===== src/rtl/stt8_gfx_pkg.sv =====
// Shared STT8 graphics definitions: the entity record layout, the orientation
// encoding and the sprite geometry used by the compositor and its sprite ROM.
package stt8_gfx_pkg;

  localparam int unsigned ID_W       = 4;
  localparam int unsigned ORIENT_W   = 2;
  localparam int unsigned LOC_W      = 8;
  localparam int unsigned ENT_W      = ID_W + ORIENT_W + LOC_W;
  localparam int unsigned LOC_LSB    = 0;
  localparam int unsigned ORIENT_LSB = LOC_LSB + LOC_W;
  localparam int unsigned ID_LSB     = ORIENT_LSB + ORIENT_W;

  localparam logic [ID_W-1:0] ID_UNUSED = 4'hF;
  localparam int unsigned SPRITE_DIM  = 8;
  localparam int unsigned SPRITE_LOG2 = 3;
  localparam int unsigned GRID_DIM    = 16;

  typedef enum logic [ORIENT_W-1:0] {
    ORIENT_0   = 2'b00,
    ORIENT_90  = 2'b01,
    ORIENT_180 = 2'b10,
    ORIENT_270 = 2'b11
  } orient_e;

  typedef struct packed {
    logic [ID_W-1:0]  id;
    orient_e          orient;
    logic [LOC_W-1:0] loc;
  } entity_t;

  localparam entity_t ENTITY_RESET = '{id: ID_UNUSED, orient: ORIENT_0, loc: '0};

  // Maps an on-screen sprite pixel to the bitmap pixel to fetch; result is {row, col}.
  function automatic logic [5:0] orient_pixel(input orient_e o, input logic [2:0] r,
                                              input logic [2:0] c);
    logic [5:0] rc;
    case (o)
      ORIENT_90:  rc = {3'd7 - c, r};
      ORIENT_180: rc = {3'd7 - r, 3'd7 - c};
      ORIENT_270: rc = {c, 3'd7 - r};
      default:    rc = {r, c};
    endcase
    return rc;
  endfunction

endpackage


===== src/rtl/sprite_rom.sv =====
// Sprite bitmap store: 16 IDs of 8x8 one-bit pixels, pixel (r,c) at bit r*8+c,
// read through one registered stage.
module sprite_rom
  import stt8_gfx_pkg::*;
(
  input  logic            clk,
  input  logic            reset,
  input  logic [ID_W-1:0] id_i,
  input  logic [2:0]      row_i,
  input  logic [2:0]      col_i,
  output logic            bit_o
);

  function automatic logic [63:0] sprite_bitmap(input logic [ID_W-1:0] id);
    logic [63:0] bm;
    case (id)
      4'h0: bm = 64'h8142_2418_1824_4281;
      4'h1: bm = 64'h0101_0101_1F01_01FF;
      4'h2: bm = 64'hFF81_8181_8181_81FF;
      4'h3: bm = 64'h0F0F_0F0F_0000_0000;
      4'h4: bm = 64'h0102_0408_1020_4080;
      4'h5: bm = 64'h3C42_8181_8181_423C;
      4'h6: bm = 64'hAA55_AA55_AA55_AA55;
      4'h7: bm = 64'hFFFF_0000_0000_0000;
      4'h8: bm = 64'h0303_0303_0303_0303;
      4'h9: bm = 64'h1824_4281_81FF_8181;
      4'hA: bm = 64'h7E02_0202_7E40_407E;
      4'hB: bm = 64'h00FF_00FF_00FF_00FF;
      4'hC: bm = 64'h8080_8080_80FF_FFFF;
      4'hD: bm = 64'h1357_9BDF_0246_8ACE;
      4'hE: bm = 64'h0F1E_3C78_F0E1_C387;
      default: bm = '0;
    endcase
    return bm;
  endfunction

  logic [63:0] bitmap;
  logic        bit_d, bit_q;

  always_comb begin
    bitmap = sprite_bitmap(id_i);
    bit_d  = bitmap[{row_i, col_i}];
  end

  always_ff @(posedge clk) begin
    if (reset) bit_q <= 1'b0;
    else       bit_q <= bit_d;
  end

  assign bit_o = bit_q;

endmodule


===== src/rtl/entity_compositor.sv =====
// Tile-based sprite compositor with double-buffered entity table and a fixed
// 3-stage pixel pipeline. Define ENTITY_ROTATE_EN to honour entity orientation.
module entity_compositor
  import stt8_gfx_pkg::*;
#(
  parameter int unsigned NUM_ENTITIES = 9,
  parameter int unsigned COUNT_W      = 10,
  parameter int unsigned H_ACTIVE     = 640,
  parameter int unsigned V_ACTIVE     = 480,
  parameter int unsigned SCALE_SHIFT  = 2,
  localparam int unsigned IDX_W = (NUM_ENTITIES > 1) ? $clog2(NUM_ENTITIES) : 1
) (
  input  logic               clk,
  input  logic               reset,
  input  logic               frame_start,
  input  logic               wr_valid,
  output logic               wr_ready,
  input  logic [IDX_W-1:0]   wr_index,
  input  logic [ENT_W-1:0]   wr_data,
  output logic               wr_error,
  input  logic [COUNT_W-1:0] counter_H,
  input  logic [COUNT_W-1:0] counter_V,
  output logic               colour
);

  entity_t shadow_q [NUM_ENTITIES];
  entity_t shadow_d [NUM_ENTITIES];
  entity_t active_q [NUM_ENTITIES];
  entity_t active_d [NUM_ENTITIES];
  logic    wr_error_q, wr_error_d;
  logic    accept;

  logic [COUNT_W-1:0] tile_col, tile_row;
  logic [2:0]         sub_col, sub_row;
  logic               on_grid, on_screen, hit;
  logic [ID_W-1:0]    win_id;
`ifdef ENTITY_ROTATE_EN
  orient_e            win_orient;
`endif

  logic            hit1_q, hit1_d;
  logic [ID_W-1:0] id1_q, id1_d;
  logic [2:0]      prow1_q, prow1_d, pcol1_q, pcol1_d;
  logic            hit2_q, hit2_d;
  logic            colour_q, colour_d;
  logic            rom_bit;

  always_comb begin
    shadow_d   = shadow_q;
    active_d   = active_q;
    accept     = wr_valid && !frame_start;
    wr_error_d = accept && (32'(wr_index) >= NUM_ENTITIES);
    if (frame_start) active_d = shadow_q;
    for (int unsigned i = 0; i < NUM_ENTITIES; i++) begin
      if (accept && (32'(wr_index) == i)) shadow_d[i] = entity_t'(wr_data);
    end
  end

  // Stage 1 matches against the active table as it stood before this edge,
  // so a swap only affects pixels sampled on later edges.
  always_comb begin
    tile_col  = counter_H >> (SPRITE_LOG2 + SCALE_SHIFT);
    tile_row  = counter_V >> (SPRITE_LOG2 + SCALE_SHIFT);
    sub_col   = 3'(counter_H >> SCALE_SHIFT);
    sub_row   = 3'(counter_V >> SCALE_SHIFT);
    on_grid   = (32'(tile_col) < GRID_DIM) && (32'(tile_row) < GRID_DIM);
    on_screen = (32'(counter_H) < H_ACTIVE) && (32'(counter_V) < V_ACTIVE);
    hit       = 1'b0;
    win_id    = ID_UNUSED;
`ifdef ENTITY_ROTATE_EN
    win_orient = ORIENT_0;
`endif
    for (int unsigned i = 0; i < NUM_ENTITIES; i++) begin
      if (!hit && active_q[i].id != ID_UNUSED &&
          active_q[i].loc == {tile_row[3:0], tile_col[3:0]}) begin
        hit    = 1'b1;
        win_id = active_q[i].id;
`ifdef ENTITY_ROTATE_EN
        win_orient = active_q[i].orient;
`endif
      end
    end
    hit1_d = hit && on_grid && on_screen;
    id1_d  = win_id;
`ifdef ENTITY_ROTATE_EN
    {prow1_d, pcol1_d} = orient_pixel(win_orient, sub_row, sub_col);
`else
    {prow1_d, pcol1_d} = {sub_row, sub_col};
`endif
    hit2_d   = hit1_q;
    colour_d = hit2_q && rom_bit;
  end

  always_ff @(posedge clk) begin
    if (reset) begin
      for (int unsigned i = 0; i < NUM_ENTITIES; i++) begin
        shadow_q[i] <= ENTITY_RESET;
        active_q[i] <= ENTITY_RESET;
      end
      wr_error_q <= 1'b0;
      hit1_q     <= 1'b0;
      id1_q      <= '0;
      prow1_q    <= '0;
      pcol1_q    <= '0;
      hit2_q     <= 1'b0;
      colour_q   <= 1'b0;
    end else begin
      shadow_q   <= shadow_d;
      active_q   <= active_d;
      wr_error_q <= wr_error_d;
      hit1_q     <= hit1_d;
      id1_q      <= id1_d;
      prow1_q    <= prow1_d;
      pcol1_q    <= pcol1_d;
      hit2_q     <= hit2_d;
      colour_q   <= colour_d;
    end
  end

  sprite_rom u_sprite_rom (
    .clk   (clk),
    .reset (reset),
    .id_i  (id1_q),
    .row_i (prow1_q),
    .col_i (pcol1_q),
    .bit_o (rom_bit)
  );

  assign wr_ready = !frame_start;
  assign wr_error = wr_error_q;
  assign colour   = colour_q;

endmodule


===== config.mk =====
export PLATFORM = sky130hd
export DESIGN_NAME = entity_compositor
export DESIGN_NICKNAME = d
export VERILOG_FILES = /design/src/rtl/stt8_gfx_pkg.sv /design/src/rtl/sprite_rom.sv /design/src/rtl/entity_compositor.sv
export SDC_FILE = /design/constraint.sdc
export NUM_CORES = 1
export LEC_CHECK = 0
export BUFFER_PORTS_ARGS = -buffer_cell sky130_fd_sc_hd__buf_4
export CAP_MARGIN = 20
export CORE_ASPECT_RATIO = 1.25
export CORE_MARGIN = 4
export CORE_UTILIZATION = 62
export CTS_CLUSTER_DIAMETER = 150
export DETAILED_ROUTE_END_ITERATION = 8
export PLACE_DENSITY = 0.8
export SLEW_MARGIN = 10
export SYNTH_ARGS = -nofsm -noshare
export SYNTH_HDL_FRONTEND = slang
export SYNTH_SLANG_ARGS = --single-unit

===== constraint.sdc =====
create_clock -name clk -period 5 [get_ports clk]
set_clock_uncertainty 0.2 [all_clocks]
set_input_delay 1 -clock clk [delete_from_list [all_inputs] [get_ports clk]]
set_output_delay 1 -clock clk [all_outputs]
set_load 0.005 [all_outputs]

==> results of run 1 <==
## per-stage QoR
stage	std cells	util	setup WS, ps
CTS	1604	0.699	907
floorplan	1327	-	936
detailed placement	1551	0.649	365
global placement	1550	0.648	425
global route	1604	0.699	590
finish	1604	0.699	846
## worst min-delay path by stage
stage | start | to | slack, ps | depth (start not counted)
2_1_floorplan | hit1_q | hit2_q | 210 | 1
3_3_place_gp | hit1_q | hit2_q | 230 | 1
3_5_place_dp | hit1_q | hit2_q | 240 | 1
4_1_cts | hit1_q | hit2_q | 250 | 1
5_1_grt | hit1_q | hit2_q | 260 | 1
6_report | hit1_q | hit2_q | 240 | 1
## cell type report
class,instances,area [um^2],share of cell area
clock inverter,10,80.1,0.00586
multi-input combinational,916,6000,0.439
tap,265,332,0.0243
inverter,22,83.8,0.00614
sequential,290,5810,0.425
timing repair buffer,58,459,0.0336
clock buffer,43,898,0.0658
## registers in the layout, indices dropped and copies added (netlist names), 3 cells and up
name	cells
active_q	108
pcol1_q	3
prow1_q	3
shadow_q	108
u_sprite_rom.bitmap	63
## cells by family after synthesis
family / after synthesis / share of synthesized area
buffers and inverters: 121 / 0.0437
AND/OR/NAND/NOR: 487 / 0.173
AO/OA/AOI/OAI: 177 / 0.0930
multiplexers: 165 / 0.155
XOR/XNOR: 75 / 0.0532
adder cells (fa/ha/maj): 12 / 0.0122
flip-flops: 290 / 0.470
## cells in the final DEF (no fill, tap or decap), types with 6 or more instances in the layout
master and count:
sky130_fd_sc_hd__clkbuf_16 29, sky130_fd_sc_hd__nand3_1 44, sky130_fd_sc_hd__inv_1 18, sky130_fd_sc_hd__nand2_1 250
sky130_fd_sc_hd__nor2_1 110, sky130_fd_sc_hd__dfxtp_1 290, sky130_fd_sc_hd__o21ai_1 11, sky130_fd_sc_hd__clkinv_2 8
sky130_fd_sc_hd__o22ai_1 11, sky130_fd_sc_hd__mux4_2 21, sky130_fd_sc_hd__nor3_1 16, sky130_fd_sc_hd__and3_1 9
sky130_fd_sc_hd__nor2b_1 10, sky130_fd_sc_hd__mux2i_1 144, sky130_fd_sc_hd__nand4_1 15, sky130_fd_sc_hd__ha_1 12
sky130_fd_sc_hd__xnor2_1 45, sky130_fd_sc_hd__clkbuf_8 12, sky130_fd_sc_hd__o211ai_1 12, sky130_fd_sc_hd__buf_4 55
sky130_fd_sc_hd__xor2_1 30, sky130_fd_sc_hd__a31oi_1 6, sky130_fd_sc_hd__o21ai_0 13, sky130_fd_sc_hd__a21oi_1 83
## metal layers
metal  global-route usage  up-vias  wire (um)
li1                     -     4512          -
met1                0.313     4481      11700
met2                0.463      291      15100
met3               0.0345       81       1350
met4               0.0983        0       1090
met5                    0        -          0
## power breakdown
part	internal (W)	switching, W	total (W)
combinational	0.000165	0.000244	0.000409
sequential	0.00238	0.0000274	0.00241
clock	0.00129	0.000889	0.00218
==> run_summary.xml, run 1 <==
<?xml version="1.0" encoding="UTF-8"?>
<metrics>
  <group name="grt">
    <metric name="antenna_found_initial" unit="">0</metric>
    <metric name="track_usage" unit="">0.258</metric>
    <metric name="grt_first_pass_wirelength" unit="um">46800</metric>
    <metric name="via_count_of_the_first_global_routing_pass" unit="">9174</metric>
    <metric name="pin_count_of_the_biggest_net_entering_global_routing" unit="">105</metric>
    <metric name="grt_overflow_total" unit="">0</metric>
  </group>
  <group name="placement">
    <metric name="placed_area" unit="mm^2">0.0127</metric>
    <metric name="gpl.final_weighted_congestion" unit="">0.956</metric>
    <metric name="place.port_buffers" unit="">38</metric>
    <metric name="place_hpwl" unit="um">19800</metric>
  </group>
  <group name="die">
    <metric name="placeableCoreArea" unit="mm^2">0.0195</metric>
    <metric name="die_area" unit="mm^2">0.0222</metric>
    <metric name="die-height" unit="um">166</metric>
    <metric name="floorplan.die.width" unit="um">134</metric>
    <metric name="pin_count" unit="">45</metric>
    <metric name="core.rowCount" unit="">57</metric>
    <metric name="floorplan.initialDensity" unit="">0.632</metric>
  </group>
  <group name="power_and_ir_drop">
    <metric name="static-leakage-power" unit="nW">5.75</metric>
    <metric name="cellPowerDensity" unit="mW/mm^2">365</metric>
    <metric name="fin_total_pwr" unit="W">0.00499</metric>
    <metric name="max-vdd-ir-drop" unit="mV">0.322</metric>
  </group>
  <group name="logic_synthesis">
    <metric name="syn-instance-count" unit="">1327</metric>
    <metric name="ys_seq_elements" unit="">290</metric>
    <metric name="most_numerous_cell_in_the_yosys_netlist" unit="">sky130_fd_sc_hd__dfxtp_1</metric>
    <metric name="synthTopCellsByArea" unit="">sky130_fd_sc_hd__dfxtp_1 47%, sky130_fd_sc_hd__mux2i_1 12%, sky130_fd_sc_hd__nand2_1 7.6%</metric>
    <metric name="dominantRegCellSynth" unit="">sky130_fd_sc_hd__dfxtp_1</metric>
    <metric name="yosys-top-cells-count" unit="">290 x sky130_fd_sc_hd__dfxtp_1, 250 x sky130_fd_sc_hd__nand2_1, 144 x sky130_fd_sc_hd__mux2i_1</metric>
    <metric name="postSynthNetCount" unit="">1381</metric>
    <metric name="count_of_synthesis_stage_warnings_from_yosys" unit="">0</metric>
    <metric name="synth_top_cell_by_area" unit="">sky130_fd_sc_hd__dfxtp_1</metric>
    <metric name="synthArstFlopShare" unit="">0</metric>
    <metric name="post_synthesis_mean_instance_area" unit="um^2">9.30</metric>
    <metric name="ys_types" unit="">70</metric>
    <metric name="synth_largest_type_area_fraction" unit="">0.470</metric>
    <metric name="seq_area_frac_synth" unit="">0.470</metric>
    <metric name="netlist_area" unit="mm^2">0.0123</metric>
    <metric name="synth_enable_flop_cells" unit="">0</metric>
  </group>
  <group name="routing">
    <metric name="drt_iter0_markers" unit="">757</metric>
    <metric name="drt-vias-per-instance" unit="">5.84</metric>
    <metric name="first_pass_iters" unit="">5</metric>
    <metric name="route.vias.total" unit="">9365</metric>
    <metric name="route.detailed.wl_per_inst" unit="um">18.3</metric>
    <metric name="drcViolationCount" unit="">0</metric>
    <metric name="routed_wirelength" unit="um">29300</metric>
    <metric name="final_antenna_net_count" unit="">0</metric>
  </group>
  <group name="critical_path">
    <metric name="critical_path.most_common_cell" unit="">sky130_fd_sc_hd__buf_4</metric>
    <metric name="critPathSlowestCell" unit="">sky130_fd_sc_hd__nor4_1</metric>
    <metric name="critical_path.n_buffers_inverters" unit="">2</metric>
    <metric name="worstPathRequired" unit="ps">5220</metric>
    <metric name="reg2reg_depth" unit="">11</metric>
    <metric name="cp_top_family" unit="">compound AO/OA/AOI/OAI gates</metric>
    <metric name="rrSetupSlack" unit="ps">1200</metric>
    <metric name="cp_data_arrival_time" unit="ps">4370</metric>
    <metric name="crit_path_max_fanout" unit="">10</metric>
    <metric name="critical_path.startpoint" unit="">counter_V[5]</metric>
    <metric name="crit_end" unit="">u_sprite_rom.bitmap[35]</metric>
    <metric name="timing.setup.critical_path_class" unit="">input pin to register</metric>
    <metric name="timing.critical_path.to_type" unit="">register</metric>
    <metric name="worst_path_largest_cell_delay" unit="ps">550</metric>
    <metric name="crit_path_start_kind" unit="">input pin</metric>
    <metric name="critical_path_cell_count" unit="">12</metric>
    <metric name="worstReg2RegEnd" unit="">u_sprite_rom.bitmap[35]</metric>
    <metric name="crit-reg2reg-launch" unit="">active_q[33]</metric>
    <metric name="crit_chain" unit="">buf_4, xnor2_1, nand4_1, nor4_1, nand2_1, a31o_2, o22ai_1, o311ai_2, ha_1, buf_4, a21o_1, a222oi_1</metric>
  </group>
  <group name="clocking">
    <metric name="clock_tree.root_cell" unit="">sky130_fd_sc_hd__clkbuf_16</metric>
    <metric name="clk_path_buf_depth" unit="">3</metric>
    <metric name="cts_tree" unit="">done</metric>
    <metric name="clock-sinks" unit="">290</metric>
    <metric name="tritoncts.num_buffers" unit="">29</metric>
    <metric name="cts-resized-gates" unit="">0</metric>
    <metric name="cts.htree.levels" unit="">1</metric>
    <metric name="post-cts-setup-buffers" unit="">0</metric>
    <metric name="post_cts_hold_buffer_count" unit="">0</metric>
    <metric name="worst_setup_hold_path_clk_slew" unit="ps">60</metric>
    <metric name="worstSkewPairLatency" unit="ps">540</metric>
  </group>
  <group name="job">
    <metric name="cap_violations" unit="">0</metric>
  </group>
  <group name="finish">
    <metric name="fin_area" unit="mm^2">0.0137</metric>
    <metric name="final_layout_size_suffix_gt1_frac" unit="">0.118</metric>
    <metric name="finalNetCount" unit="">1371</metric>
    <metric name="fillCellCount" unit="">1505</metric>
    <metric name="layout-area-overhead-vs-synth" unit="%">10.6</metric>
    <metric name="insertedDiodeCount" unit="">0</metric>
  </group>
  <group name="timing">
    <metric name="fin_hold_ws" unit="ps">240</metric>
    <metric name="finalCritPeriodShare" unit="">0.831</metric>
    <metric name="slew_viol_final" unit="">0</metric>
    <metric name="timing_hold_violations_final" unit="">0</metric>
    <metric name="final.min_clock_period" unit="ps">4150</metric>
    <metric name="worst_slew_pin_slew" unit="ps">895</metric>
    <metric name="finalSetupViolations" unit="">0</metric>
    <metric name="setup_tns" unit="ps">0</metric>
    <metric name="fmax" unit="MHz">241</metric>
    <metric name="slew_headroom" unit="">0.402</metric>
    <metric name="grt_setup_unrepaired" unit="">no</metric>
  </group>
  <group name="worst_hold_path">
    <metric name="min_path_type" unit="">register to register</metric>
  </group>
  <group name="run_status">
    <metric name="run_status" unit="">complete, no violations</metric>
  </group>
</metrics>
Note: power is estimated with default switching activity, not from simulation.
==> run 2, diff against run 1 <==
Clock period 5 ns to 3.9 ns, I/O delays scaled along.
==> run 2 against run 1 <==
  * Final area grew 4.5%
  * Worst setup slack lost 530 ps
  * Die area did not move
  * Largest power group unchanged
  * Critical path type unchanged
  * Count of clock-buffer cells in the layout fell by 1
  * Critical path depth up 5
  * Critical endpoint is now u_sprite_rom.bitmap[32]
  * Utilization is 3.1 points higher
  * Global-route usage increased by 1.4 points
==> run_summary.xml, run 2 (synthesis results as in run 1) <==
<?xml version="1.0" encoding="UTF-8"?>
<metrics>
  <group name="power_and_ir_drop">
    <metric name="clock_power_share" unit="">0.430</metric>
    <metric name="total_switching_power" unit="W">0.00149</metric>
    <metric name="seq_power_share" unit="">0.478</metric>
    <metric name="cellPowerDensity" unit="mW/mm^2">452</metric>
    <metric name="p_sw_frac" unit="">0.231</metric>
    <metric name="static-leakage-power" unit="nW">6.14</metric>
    <metric name="max-vdd-ir-drop" unit="mV">0.407</metric>
    <metric name="pwr-share-comb" unit="">0.091</metric>
    <metric name="cell_internal_pwr" unit="W">0.00496</metric>
    <metric name="fin_total_pwr" unit="W">0.00645</metric>
  </group>
  <group name="timing">
    <metric name="final.min_clock_period" unit="ps">3590</metric>
    <metric name="fin_hold_ws" unit="ps">247</metric>
    <metric name="finalCritPeriodShare" unit="">0.920</metric>
    <metric name="grt_setup_unrepaired" unit="">no</metric>
    <metric name="slew_headroom" unit="">0.403</metric>
    <metric name="slew_viol_final" unit="">0</metric>
    <metric name="fin_ws" unit="ps">311</metric>
    <metric name="timing_hold_violations_final" unit="">0</metric>
    <metric name="fmax" unit="MHz">279</metric>
    <metric name="worst_slew_pin_slew" unit="ps">895</metric>
    <metric name="finalSetupViolations" unit="">0</metric>
  </group>
  <group name="finish">
    <metric name="fin_cells" unit="">1681</metric>
    <metric name="layout-area-overhead-vs-synth" unit="%">15.6</metric>
    <metric name="final_layout_size_suffix_gt1_frac" unit="">0.164</metric>
    <metric name="mostFrequentLayoutCell" unit="">sky130_fd_sc_hd__dfxtp_1</metric>
    <metric name="insertedDiodeCount" unit="">0</metric>
    <metric name="fin_area" unit="mm^2">0.0143</metric>
    <metric name="layout_common_cells" unit="">290 x sky130_fd_sc_hd__dfxtp_1, 250 x sky130_fd_sc_hd__nand2_1, 144 x sky130_fd_sc_hd__mux2i_1</metric>
    <metric name="finalNetCount" unit="">1449</metric>
  </group>
  <group name="placement">
    <metric name="place.port_buffers" unit="">38</metric>
    <metric name="dp_slack" unit="ps">-178</metric>
    <metric name="gpl.final_weighted_congestion" unit="">0.933</metric>
    <metric name="place_hpwl" unit="um">21400</metric>
    <metric name="placedCellCount" unit="">1629</metric>
    <metric name="placed_area" unit="mm^2">0.0133</metric>
  </group>
  <group name="critical_path">
    <metric name="timing.setup.critical_path_class" unit="">input pin to register</metric>
    <metric name="reg2reg_depth" unit="">15</metric>
    <metric name="worstPathRequired" unit="ps">4130</metric>
    <metric name="crit_end" unit="">u_sprite_rom.bitmap[32]</metric>
    <metric name="crit_path_start_kind" unit="">input pin</metric>
    <metric name="crit_path_max_fanout" unit="">7</metric>
    <metric name="rrSetupSlack" unit="ps">430</metric>
    <metric name="crit-reg2reg-launch" unit="">active_q[99]</metric>
    <metric name="critical_path.startpoint" unit="">counter_V[8]</metric>
    <metric name="timing.critical_path.to_type" unit="">register</metric>
    <metric name="worstReg2RegEnd" unit="">u_sprite_rom.bitmap[36]</metric>
    <metric name="cp_data_arrival_time" unit="ps">3820</metric>
  </group>
  <group name="grt">
    <metric name="pin_count_of_the_biggest_net_entering_global_routing" unit="">103</metric>
    <metric name="grt_first_pass_wirelength" unit="um">49300</metric>
    <metric name="antenna_found_initial" unit="">0</metric>
    <metric name="grt_overflow_total" unit="">0</metric>
    <metric name="via_count_of_the_first_global_routing_pass" unit="">9658</metric>
    <metric name="track_usage" unit="">0.272</metric>
  </group>
  <group name="routing">
    <metric name="drt-vias-per-instance" unit="">5.78</metric>
    <metric name="routed_wirelength" unit="um">31000</metric>
    <metric name="drcViolationCount" unit="">0</metric>
    <metric name="drt_iter0_markers" unit="">738</metric>
    <metric name="route.detailed.wl_per_inst" unit="um">18.4</metric>
    <metric name="first_pass_iters" unit="">5</metric>
    <metric name="route.vias.total" unit="">9710</metric>
    <metric name="final_antenna_net_count" unit="">0</metric>
  </group>
  <group name="die">
    <metric name="pin_count" unit="">45</metric>
    <metric name="floorplan.die.width" unit="um">134</metric>
    <metric name="floorplan.initialDensity" unit="">0.632</metric>
    <metric name="placeableCoreArea" unit="mm^2">0.0195</metric>
    <metric name="die-height" unit="um">166</metric>
    <metric name="core.rowCount" unit="">57</metric>
    <metric name="die_area" unit="mm^2">0.0222</metric>
  </group>
  <group name="run_status">
    <metric name="run_status" unit="">complete, no violations</metric>
  </group>
  <group name="clocking">
    <metric name="cts-resized-gates" unit="">0</metric>
    <metric name="tritoncts.num_buffers" unit="">29</metric>
    <metric name="clk_path_buf_depth" unit="">3</metric>
    <metric name="post_cts_hold_buffer_count" unit="">0</metric>
    <metric name="worstSkewPairLatency" unit="ps">540</metric>
    <metric name="post-cts-setup-buffers" unit="">0</metric>
    <metric name="cts.htree.levels" unit="">1</metric>
    <metric name="cts_tree" unit="">done</metric>
    <metric name="clock-sinks" unit="">290</metric>
    <metric name="worst_setup_hold_path_clk_slew" unit="ps">60</metric>
    <metric name="clock_tree.root_cell" unit="">sky130_fd_sc_hd__clkbuf_16</metric>
  </group>
  <group name="worst_hold_path">
    <metric name="min_path_type" unit="">register to register</metric>
    <metric name="min_from" unit="">hit1_q</metric>
  </group>
  <group name="job">
    <metric name="cap_violations" unit="">0</metric>
  </group>
</metrics>
## run 2: changes by cell type in the layout (fill, tap and decap cells not counted)
cell,change
sky130_fd_sc_hd__inv_8,+1
sky130_fd_sc_hd__buf_4,+75
sky130_fd_sc_hd__buf_12,+4
sky130_fd_sc_hd__clkinvlp_4,-1
sky130_fd_sc_hd__clkinv_2,-1
sky130_fd_sc_hd__clkbuf_1,+3
sky130_fd_sc_hd__bufinv_16,+1
sky130_fd_sc_hd__clkbuf_8,-4
sky130_fd_sc_hd__buf_8,-1
## run 2: routing by layer
metal  vias up  part of all wire  routed length [um]  global-route usage
li1       4667                 -                   -                   -
met1      4621              0.39               11900               0.316
met2       307              0.51               15900               0.488
met3       115             0.045                1380              0.0330
met4         0             0.058                1790               0.142
met5         -                 0                   0                   0
## run 2: layout make-up
class / count / area (um^2)
clock buffer: 42 / 855
clock inverter: 10 / 109
fill: 1427 / 5270
inverter: 22 / 83.8
multi-input combinational: 916 / 6000
sequential: 290 / 5810
tap: 265 / 332
timing repair buffer: 136 / 1090
## run 2: per-stage QoR
step	TNS [ps]	utilization
6_report	0	0.730
5_1_grt	0	0.730
4_1_cts	0	0.730
3_5_place_dp	-1940	0.681
3_3_place_gp	-713	0.681
2_1_floorplan	0	-
## run 2: how the worst min path moves through the flow
stage	endpoint	slack [ps]	cells past startpoint
3_5_place_dp	hit2_q	240	1
6_report	hit2_q	250	1
5_1_grt	pcol1_q[0]	260	2
3_3_place_gp	hit2_q	220	1
4_1_cts	pcol1_q[0]	240	2
2_1_floorplan	hit2_q	210	1
## run 2: power by group through the flow
stage                     clock [W]  sequential, W  combinational [W]
after detailed placement          0        0.00315           0.000580
after global routing        0.00293        0.00309           0.000627
after CTS                   0.00281        0.00309           0.000585
after floorplan                   0        0.00313           0.000382
after global placement            0        0.00314           0.000575
final                       0.00277        0.00309           0.000589
## run 2: critical path, stage by stage
cell                       delay, ps
sky130_fd_sc_hd__buf_4           170
sky130_fd_sc_hd__buf_4           140
sky130_fd_sc_hd__xnor2_1         170
sky130_fd_sc_hd__nand4_1         130
sky130_fd_sc_hd__nor4_1          380
sky130_fd_sc_hd__buf_4           190
sky130_fd_sc_hd__nand2_1          70
sky130_fd_sc_hd__a31o_2          250
sky130_fd_sc_hd__o22ai_1         200
sky130_fd_sc_hd__o311ai_2        170
sky130_fd_sc_hd__buf_4           190
sky130_fd_sc_hd__inv_2           120
sky130_fd_sc_hd__ha_1            240
sky130_fd_sc_hd__inv_1           100
sky130_fd_sc_hd__nor3_1          260
sky130_fd_sc_hd__a21oi_1          70
sky130_fd_sc_hd__mux2i_1         190
==> run 3, diff against run 2 <==
Settings changed: CAP_MARGIN 20 to not set, CTS_CLUSTER_SIZE set to 14, PLACE_DENSITY 0.8 to 0.91.
==> run 3 against run 2 <==
  * Sequential share of layout area is 1.3 points higher
  * Die area unchanged
  * Combinational power down 2%
  * Count of clock-buffer cells in the layout shrank 17
  * Final area is 3.1% lower
  * Non-clock buffer count is 23 lower
  * Sequential power about the same
  * Global-route usage up 0.17 points
  * Via count rose by 1.5%
  * Utilization is 2.3 points lower
==> run_summary.xml, run 3 (synthesis results as in run 1) <==
<?xml version="1.0" encoding="UTF-8"?>
<metrics>
  <group name="run_status">
    <metric name="run_status" unit="">complete, no violations</metric>
  </group>
  <group name="placement">
    <metric name="dp_slack" unit="ps">-166</metric>
    <metric name="place_hpwl" unit="um">21100</metric>
    <metric name="gpl.final_weighted_congestion" unit="">0.918</metric>
    <metric name="place.port_buffers" unit="">38</metric>
  </group>
  <group name="routing">
    <metric name="route.vias.total" unit="">9852</metric>
    <metric name="wl_met1" unit="um">11600</metric>
    <metric name="routed_wirelength" unit="um">31600</metric>
    <metric name="route.detailed.wl_per_inst" unit="um">19.4</metric>
    <metric name="route.met2.wl" unit="um">16300</metric>
    <metric name="top_signal_layer_used" unit="">met4</metric>
    <metric name="final_antenna_net_count" unit="">0</metric>
    <metric name="drt_iter0_markers" unit="">967</metric>
    <metric name="drcViolationCount" unit="">0</metric>
    <metric name="met3_wirelength" unit="um">1820</metric>
    <metric name="drt-vias-per-instance" unit="">6.04</metric>
    <metric name="first_pass_iters" unit="">5</metric>
  </group>
  <group name="worst_hold_path">
    <metric name="holdPathStages" unit="">1</metric>
    <metric name="min_path_type" unit="">register to register</metric>
  </group>
  <group name="finish">
    <metric name="layout-area-overhead-vs-synth" unit="%">12.0</metric>
    <metric name="fillCellCount" unit="">1365</metric>
    <metric name="mostFrequentLayoutCell" unit="">sky130_fd_sc_hd__dfxtp_1</metric>
    <metric name="finalNetCount" unit="">1421</metric>
    <metric name="final_layout_size_suffix_gt1_frac" unit="">0.138</metric>
    <metric name="insertedDiodeCount" unit="">0</metric>
    <metric name="layout_common_cells" unit="">290 x sky130_fd_sc_hd__dfxtp_1, 250 x sky130_fd_sc_hd__nand2_1, 144 x sky130_fd_sc_hd__mux2i_1</metric>
  </group>
  <group name="timing">
    <metric name="finalCritPeriodShare" unit="">0.928</metric>
    <metric name="finalSetupViolations" unit="">0</metric>
    <metric name="fmax" unit="MHz">276</metric>
    <metric name="worst_slew_pin_slew" unit="ps">883</metric>
    <metric name="timing_hold_violations_final" unit="">0</metric>
    <metric name="fin_hold_ws" unit="ps">251</metric>
    <metric name="fin_ws" unit="ps">280</metric>
    <metric name="final.min_clock_period" unit="ps">3620</metric>
    <metric name="grt_setup_unrepaired" unit="">no</metric>
    <metric name="slew_headroom" unit="">0.411</metric>
    <metric name="slew_viol_final" unit="">0</metric>
  </group>
  <group name="job">
    <metric name="cap_violations" unit="">0</metric>
  </group>
  <group name="critical_path">
    <metric name="critPathSlowestCell" unit="">sky130_fd_sc_hd__or4_4</metric>
    <metric name="timing.setup.critical_path_class" unit="">input pin to register</metric>
    <metric name="crit_path_start_kind" unit="">input pin</metric>
    <metric name="crit_path_max_fanout" unit="">9</metric>
    <metric name="crit_chain" unit="">buf_4, xnor2_1, nand4_1, or4_4, nand3b_1, nor3_1, a31oi_1, o311ai_2, ha_1, buf_4, a21o_1, a222oi_1</metric>
    <metric name="reg2reg_depth" unit="">11</metric>
    <metric name="cp_data_arrival_time" unit="ps">3810</metric>
    <metric name="critical_path.most_common_cell" unit="">sky130_fd_sc_hd__buf_4</metric>
    <metric name="worstPathRequired" unit="ps">4090</metric>
    <metric name="timing.critical_path.to_type" unit="">register</metric>
    <metric name="worst_path_largest_cell_delay" unit="ps">620</metric>
  </group>
  <group name="clocking">
    <metric name="clock-sinks" unit="">290</metric>
    <metric name="clock_tree.root_cell" unit="">sky130_fd_sc_hd__clkbuf_16</metric>
    <metric name="cts-resized-gates" unit="">0</metric>
    <metric name="tritoncts.num_buffers" unit="">24</metric>
    <metric name="cts_tree" unit="">done</metric>
    <metric name="worstSkewPairLatency" unit="ps">520</metric>
    <metric name="clk_path_buf_depth" unit="">3</metric>
    <metric name="post-cts-setup-buffers" unit="">0</metric>
    <metric name="post_cts_hold_buffer_count" unit="">0</metric>
    <metric name="worst_setup_hold_path_clk_slew" unit="ps">60</metric>
    <metric name="cts.htree.levels" unit="">1</metric>
  </group>
  <group name="die">
    <metric name="pin_count" unit="">45</metric>
    <metric name="floorplan.die.width" unit="um">134</metric>
    <metric name="floorplan.initialDensity" unit="">0.632</metric>
    <metric name="die-height" unit="um">166</metric>
    <metric name="placeableCoreArea" unit="mm^2">0.0195</metric>
    <metric name="die_area" unit="mm^2">0.0222</metric>
    <metric name="core.rowCount" unit="">57</metric>
  </group>
  <group name="power_and_ir_drop">
    <metric name="static-leakage-power" unit="nW">5.88</metric>
    <metric name="cellPowerDensity" unit="mW/mm^2">423</metric>
    <metric name="fin_total_pwr" unit="W">0.00584</metric>
    <metric name="max-vdd-ir-drop" unit="mV">0.416</metric>
  </group>
  <group name="grt">
    <metric name="track_usage" unit="">0.274</metric>
    <metric name="grt_overflow_total" unit="">0</metric>
    <metric name="grt_first_pass_wirelength" unit="um">49800</metric>
    <metric name="antenna_found_initial" unit="">0</metric>
    <metric name="via_count_of_the_first_global_routing_pass" unit="">9904</metric>
    <metric name="pin_count_of_the_biggest_net_entering_global_routing" unit="">117</metric>
  </group>
</metrics>
==> run 3: changes by cell type in the layout (fill, tap and decap cells not counted) <==
cell and delta:
sky130_fd_sc_hd__clkinv_2 -6, sky130_fd_sc_hd__clkinvlp_4 -1, sky130_fd_sc_hd__clkbuf_1 -5, sky130_fd_sc_hd__bufinv_16 -1
sky130_fd_sc_hd__clkbuf_16 -4, sky130_fd_sc_hd__buf_12 +3, sky130_fd_sc_hd__buf_4 -26, sky130_fd_sc_hd__clkbuf_8 -8
sky130_fd_sc_hd__inv_8 -1
==> run 3: routing by layer <==
| metal | vias to the layer above | track usage |
|---|---|---|
| li1 | 4579 | - |
| met4 | 0 | 0.148 |
| met1 | 4703 | 0.313 |
| met2 | 442 | 0.491 |
| met3 | 128 | 0.0370 |
| met5 | - | 0 |
==> run 3: cell type report <==
| type | count | area, um^2 | area share |
|---|---|---|---|
| Inverter | 22 | 83.8 | 0.00606 |
| Clock buffer | 25 | 626 | 0.0452 |
| Multi-Input combinational cell | 916 | 6000 | 0.434 |
| Tap cell | 265 | 332 | 0.0240 |
| Timing Repair Buffer | 113 | 952 | 0.0689 |
| Clock inverter | 1 | 30.0 | 0.00217 |
| Sequential cell | 290 | 5810 | 0.420 |
==> run 3: metrics by stage <==
step	cell area, um^2	setup TNS, ps	cells	util
after global routing	13800	0	1632	0.708
after floorplan	12300	0	1327	-
final	13800	0	1632	0.708
after global placement	13200	-380	1606	0.674
after detailed placement	13200	-2810	1606	0.674
after CTS	13800	0	1632	0.708
==> run 3: final timing paths <==
check	from	to	slack (ps)
worst max-delay path	counter_H[8]	u_sprite_rom.bitmap[35]	280
worst min-delay path	hit1_q	hit2_q	250
worst max register to register	active_q[115]	u_sprite_rom.bitmap[35]	380
worst min register to register	hit1_q	hit2_q	250
==> run 3: power by group <==
part	internal [W]	switching (W)	total, W
Combinational	0.000250	0.000328	0.000578
Clock	0.00119	0.000993	0.00219
Sequential	0.00305	0.0000342	0.00308
==> run 3: critical path, delay by kind of cell <==
family	cells	cell delay (ps)
adder cells (fa/ha/maj)	1	360
buffers and inverters	2	340
AO/OA/AOI/OAI	4	930
AND/OR/NAND/NOR	4	1160
XOR/XNOR	1	240
